<file path="config.mk">
export PLATFORM = sky130hd
export DESIGN_NAME = vga_scan_timer
export DESIGN_NICKNAME = d
export VERILOG_FILES = /design/src/rtl/vga_scan_timer.sv
export SDC_FILE = /design/constraint.sdc
export NUM_CORES = 1
export LEC_CHECK = 0
export ABC_AREA = 1
export BUFFER_PORTS_ARGS = -buffer_cell sky130_fd_sc_hd__clkbuf_2
export CORE_MARGIN = 2
export CORE_UTILIZATION = 51
export DETAILED_ROUTE_END_ITERATION = 10
export GPL_TIMING_DRIVEN = 1
export PLACE_DENSITY = 0.8
export SYNTH_ARGS = -nofsm -noshare
export SYNTH_HDL_FRONTEND = slang
export SYNTH_SLANG_ARGS = --single-unit
</file>
<file path="constraint.sdc">
create_clock -name clk -period 1.8 [get_ports clk]
set_clock_uncertainty 0.2 [all_clocks]
set_input_delay 0.36 -clock clk [delete_from_list [all_inputs] [get_ports clk]]
set_output_delay 0.36 -clock clk [all_outputs]
set_load 0.02 [all_outputs]
</file>
<file path="src/rtl/vga_scan_timer.sv">
// Raster-scan timing generator for VGA: sweeps (x, y) for the pixel drawer and
// registers blank-gated colour and active-low syncs one pixel period later.
module vga_scan_timer #(
  parameter int CLK_DIV   = 2,
  parameter int H_VISIBLE = 640,
  parameter int H_FP      = 16,
  parameter int H_SYNC    = 96,
  parameter int H_BP      = 48,
  parameter int V_VISIBLE = 480,
  parameter int V_FP      = 10,
  parameter int V_SYNC    = 2,
  parameter int V_BP      = 33
) (
  input  logic       clk,
  input  logic       reset,
  output logic [9:0] x,
  output logic [8:0] y,
  input  logic [8:0] pixel_data,
  output logic [2:0] vga_r,
  output logic [2:0] vga_g,
  output logic [2:0] vga_b,
  output logic       vga_hs,
  output logic       vga_vs,
  output logic       video_on,
  output logic       pix_tick,
  output logic       frame_tick
);
  localparam int H_TOTAL = H_VISIBLE + H_FP + H_SYNC + H_BP;
  localparam int V_TOTAL = V_VISIBLE + V_FP + V_SYNC + V_BP;
  localparam int DIV_W   = (CLK_DIV > 1) ? $clog2(CLK_DIV) : 1;

  localparam logic [DIV_W-1:0] DIV_LAST = DIV_W'(CLK_DIV - 1);
  localparam logic [9:0] H_LAST   = 10'(H_TOTAL - 1);
  localparam logic [9:0] V_LAST   = 10'(V_TOTAL - 1);
  localparam logic [9:0] H_VIS    = 10'(H_VISIBLE);
  localparam logic [9:0] V_VIS    = 10'(V_VISIBLE);
  localparam logic [9:0] HS_START = 10'(H_VISIBLE + H_FP);
  localparam logic [9:0] HS_END   = 10'(H_VISIBLE + H_FP + H_SYNC);
  localparam logic [9:0] VS_START = 10'(V_VISIBLE + V_FP);
  localparam logic [9:0] VS_END   = 10'(V_VISIBLE + V_FP + V_SYNC);

  logic [DIV_W-1:0] div_cnt;
  logic [9:0]       h_cnt, v_cnt;
  logic [8:0]       color;
  logic             h_wrap, v_wrap, vis, hs_n, vs_n;

  assign pix_tick = (div_cnt == DIV_LAST);
  assign h_wrap   = (h_cnt == H_LAST);
  assign v_wrap   = (v_cnt == V_LAST);
  assign vis      = (h_cnt < H_VIS) && (v_cnt < V_VIS);
  assign hs_n     = !((h_cnt >= HS_START) && (h_cnt < HS_END));
  assign vs_n     = !((v_cnt >= VS_START) && (v_cnt < VS_END));

  assign x = h_cnt;
  assign y = (v_cnt < V_VIS) ? v_cnt[8:0] : 9'd0;
  assign {vga_r, vga_g, vga_b} = color;

  // Counters and the output stage advance on the same pix_tick edge, so the
  // pins always show the coordinate of the previous pixel period.
  always_ff @(posedge clk) begin
    if (reset) begin
      div_cnt    <= '0;
      h_cnt      <= '0;
      v_cnt      <= '0;
      color      <= '0;
      vga_hs     <= 1'b1;
      vga_vs     <= 1'b1;
      video_on   <= 1'b0;
      frame_tick <= 1'b0;
    end else begin
      div_cnt    <= pix_tick ? '0 : div_cnt + DIV_W'(1);
      frame_tick <= pix_tick && h_wrap && v_wrap;
      if (pix_tick) begin
        h_cnt    <= h_wrap ? 10'd0 : h_cnt + 10'd1;
        if (h_wrap)
          v_cnt  <= v_wrap ? 10'd0 : v_cnt + 10'd1;
        color    <= vis ? pixel_data : 9'd0;
        vga_hs   <= hs_n;
        vga_vs   <= vs_n;
        video_on <= vis;
      end
    end
  end
endmodule

</file>
======== Word-level counts from Yosys, hierarchy flattened ========
Index checks and enable logic that the tools add are counted.
word-level totals
  register bits after elaboration ......... 34
  bits in latches ......................... 0
  memory bits (writable) .................. 0
  ROM bits ................................ 0
  output and inout bits ................... 33
  memories kept ........................... 0
operators by class
  add/subtract/negate cells ............... 3
  $mul .................................... 0
  divide/modulo/power cells ............... 0
  $lt $le $gt $ge ......................... 6
  equality and inequality tests ........... 2
  shift-type cells ........................ 0
  muxes and demuxes ....................... 4
  bitwise logic cells ..................... 0
  reductions and logical operators ........ 9
operator list
  operator                 number
  $add A10 B1 Y10 const B  2
  $eq A10 B10 Y1 const B   2
  $lt A10 B10 Y1 const B   2
  $lt A10 B9 Y1 const B    2
  $mux W10                 2
  $mux W9                  2
  $ge A10 B10 Y1 const B   1
  $ge A10 B9 Y1 const B    1
  $logic_and A1 B1 Y1      5
  $logic_not A1 Y1         2
  $reduce_and A2 Y1        1
  $reduce_or A2 Y1         1
  $add A1 B1 Y1 const B    1

======== Logic depth before layout (Yosys ltp) ========
  depth in word-level cells ............... 3
  depth in mapped cells ................... 9
  depth with buffers taken out ............ 9

======== Worst setup path after synthesis ========
OpenSTA, ideal clock, no wires.
  path kind ............................... register to register
  start ................................... register h_cnt[1], in the netlist x[1]
  end ..................................... register v_cnt[4]
  arrival ................................. 1.406 ns
  setup slack ............................. 0.081 ns
  cell stages (with the launch flop) ...... 10
  path buffers ............................ 1
  clock period less this slack ............ 1.719 ns
  path through ............................ dfxtp_1 ha_1 nand2_1 nor2_2 nand2_1 nor2_2 buf_6 nand3_2 nor2_1 nor2_1
on the way
  cells in the longest elaborated chain, start to end .. 2
ends and longest elaborated chain
  what                         line  text
  start: declaration           43    logic [9:0] h_cnt, v_cnt;
  start signal: assignment     74    h_cnt <= h_wrap ? 10'd0 : h_cnt + 10'd1;
  $eq A10 B10 Y1               48    assign h_wrap = (h_cnt == H_LAST);
  $reduce_and A2 Y1 (no line)  --
  end signal: assignment       76    v_cnt <= v_wrap ? 10'd0 : v_cnt + 10'd1;
  end: declaration             43
Every way passes these cells.
A chain may end at the register's enable or synchronous reset.

======== Final worst setup path ========
  start ................................... register v_cnt[5]
  end ..................................... output y[6]
on the way
  cells in the longest elaborated chain, start to end .. 2
ends and longest elaborated chain
  what              line  text
  $lt A10 B9 Y1     55    assign y = (v_cnt < V_VIS) ? v_cnt[8:0] : 9'd0;
  $mux W9           55
  end: declaration  17    output logic [8:0] y,
Every way passes these cells.

==> results by group <==
Synthesis
  • FF+latch count, synth: 34
  • Synth unique cells: 26
  • Asr flop ratio synth: 0%
  • Post-synthesis instance area: 0.00165 mm2
  • Syn. warnings: 0
  • Main synth FF type: dfxtp_1
  • Top cell type by total area after synthesis: dfxtp_1
  • Top-area cell type share of the netlist area: 41.2%
  • Synth area leaders: dfxtp_1, nand2_1, inv_1
  • Mapped Cells: 237
  • Most frequent cells after synthesis: nand2_1, inv_1, nor2_1, dfxtp_1, nand3_1
  • Most frequent cell after synthesis: nand2_1
  • Post-synthesis average cell area: 6.96 um2
  • Number of flops mapped to enable cells by yosys: 0
  • Synthesized net count: 253
  • Sequential-to-total area share from yosys stat: 41.2%

STA
  • Fmax achieved: 0.531 GHz
  • Fin Setup TNS: -469 ps
  • Tcrit/Tclk final: 105%
  • Final setup vio count: 9
  • Final hold viol count: 0
  • Post-route setup slack: -82.5 ps
  • Final slew viol count: 0
  • Slew headroom: 81.9%
  • Worst Tran Pin Value: 269 ps
  • Hold Slack: 38.4 ps
  • Unrepaired setup endpoints after global routing: true
  • Period minus WS final: 1880 ps

Power and ir drop
  • P_sw: 0.334 mW
  • Total power: 1.44 mW
  • Seq pwr share: 54.1%
  • Comb power frac: 8.2%
  • Leakage Power: 1.06 nW
  • Largest vdd supply drop: 0.000461 V
  • Power share of the clock group: 37.7%
  • PwrDens: 645 mW/mm2
  • Internal power: 1.11 mW
  • Sw Ratio: 23.1%

CTS
  • Hold Buf Count CTS: 0
  • CTS tree: done
  • Clk sinks: 34
  • CTS Buf Count: 5
  • Root Driver: clkbuf_4
  • CTS clk-pin slew, worst paths: 110 ps
  • Clock latency on the worst-skew pair: 340 ps
  • H-tree depth: 2
  • Clock Path Buffers: 2

Placement
  • Final Wtd Congestion: 0.846
  • Placed insts: 334
  • Dpl cell area: 0.00201 mm2
  • DP Wirelength: 2830 um
  • Dpl ws: 99.6 ps
  • PortBufs: 43

GRT
  • Vias in the first global route: 1,510
  • Initial antenna violation count: 0
  • Largest net degree at the start of global routing: 12
  • Total gr overflow: 0
  • GRT Total Usage: 23.1%
  • First-pass GRT wire length: 6340 um

Floorplan
  • Top Ports: 44
  • Starting Density: 53.6%
  • Die area: 0.00371 mm2
  • Core Area: 0.00308 mm2
  • FP Rows: 20
  • Die W: 60.9 um
  • Die Height: 60.9 um

Worst setup path
  • Required @ worst endpoint: 1240 ps
  • Slowest stage cell, crit path: dfxtp_2
  • Critical path class: reg -> out
  • Critical Path AT: 1320 ps
  • Most used cell, CP: nor2_4
  • Crit end category: output port
  • Worst-path maximum fanout: 5
  • CP Cell Sequence: nand2_4 -> nor2_4 -> nor2_4 -> inv_4 -> nor2_2 -> buf_4
  • Delay-heaviest family, CP: simple AND/OR/NAND/NOR gates
  • Startpoint Class: register
  • Bufs and invs on worst path: 2
  • Worst R2R Start: v_cnt[8]
  • Critical Path Source: v_cnt[5]
  • CP peak stage delay: 350 ps

Cells and area
  • Design area: 0.00224 mm2
  • Share of layout cells above drive strength 1: 33.2%
  • Area grow syn2layout: 35.6%
  • Number of nets in the layout: 319
  • Fin util: 72.7%
  • N_diodes: 0
  • Finished Layout Cells: 348

Job
  • Max-Cap Viols: 0

Route
  • Antenna viol nets, final: 0
  • Via count: 1,702
  • Vias per cell: 4.89
  • Starting DRC count in detailed routing: 88
  • Drt pass-1 iters: 5
  • # DRC: 0
  • DRT Wirelength: 3920 um
  • Wirelength per Cell: 11.3 um

Status
  • Status: complete, but fails checks
  • Failing checks: negative setup slack

Min path
  • Hold Path Origin: reset
  • Worst Hold Class: in -> reg
area by class of cell:
class	count	area, um2
tap	44	55.1
timing repair buffer	61	400
clock inverter	1	30.0
timing repair inverter	1	6.26
sequential	34	686
clock buffer	7	45.0
inverter	39	149
fill	262	840
multi-input combinational	161	867
power by group through the flow:
stage / logic, mW / registers [mW] / clock network, mW
final: 0.118 / 0.782 / 0.545
after global routing: 0.131 / 0.785 / 0.594
after CTS: 0.119 / 0.782 / 0.557
after detailed placement: 0.119 / 0.798 / 0
after global placement: 0.116 / 0.799 / 0
after floorplan: 0.0403 / 0.824 / 0
worst reg2reg max path: stages (launching register included):
cell	delay [ps]
dfxtp_2	340
buf_4	120
buf_4	130
inv_1	140
nand2_1	70
nor2_1	100
nand3_1	150
nor2_2	190
nor2_4	70
nand2_1	60
nor2_1	40
per-layer routing:
metal / GRT usage (%) / vias to the layer above / share of wire, %
li1: - / 879 / -
met1: 30.4 / 749 / 46
met2: 36.6 / 64 / 45
met3: 4.90 / 10 / 6.9
met4: 10.6 / 0 / 1.9
met5: 0 / - / 0
cells in the final DEF (no fill, tap or decap), types with 7 or more instances in the layout:
master,netlist,layout
nor2_1,35,26
nor2_4,1,7
nand2_1,49,47
dfxtp_1,34,30
buf_4,0,22
clkbuf_2,0,34
o21ai_0,11,11
inv_1,37,37
a21oi_1,9,9
nor2_2,9,12
nand3_1,17,17
state kept, by name, indices dropped and copies added (netlist names):
name        cells
frame_tick      1
color           9
vga_vs          1
x              10
vga_hs          1
v_cnt          10
video_on        1
pix_tick        1
logic make-up after synthesis:
kind of cell,share of synthesized area [%]
buffers and inverters,10.2
DFF,41.2
adders and majority gates,3.79
and+or+nand+nor,34.4
AOI/OAI and AO/OA,9.32
xor gates and xnor gates,1.06
final timing paths:
path                   end  depth (start not counted)  slack [ps]
setup / recovery      y[6]                          6         -80
hold / removal        x[4]                          2          40
setup reg to reg  v_cnt[3]                         10         110
hold reg to reg   video_on                          2         260
what timing repair did:
item / 4_1_cts / 5_1_grt
gates resized for setup: 18 / 31
hold endpoints to repair: 0 / 0
setup endpoints to repair: 9 / 17
pin swaps: 4 / 3
gates cloned: 1 / 0
setup buffers: 3 / 2
No activity file was read; power rests on OpenSTA's default activity.
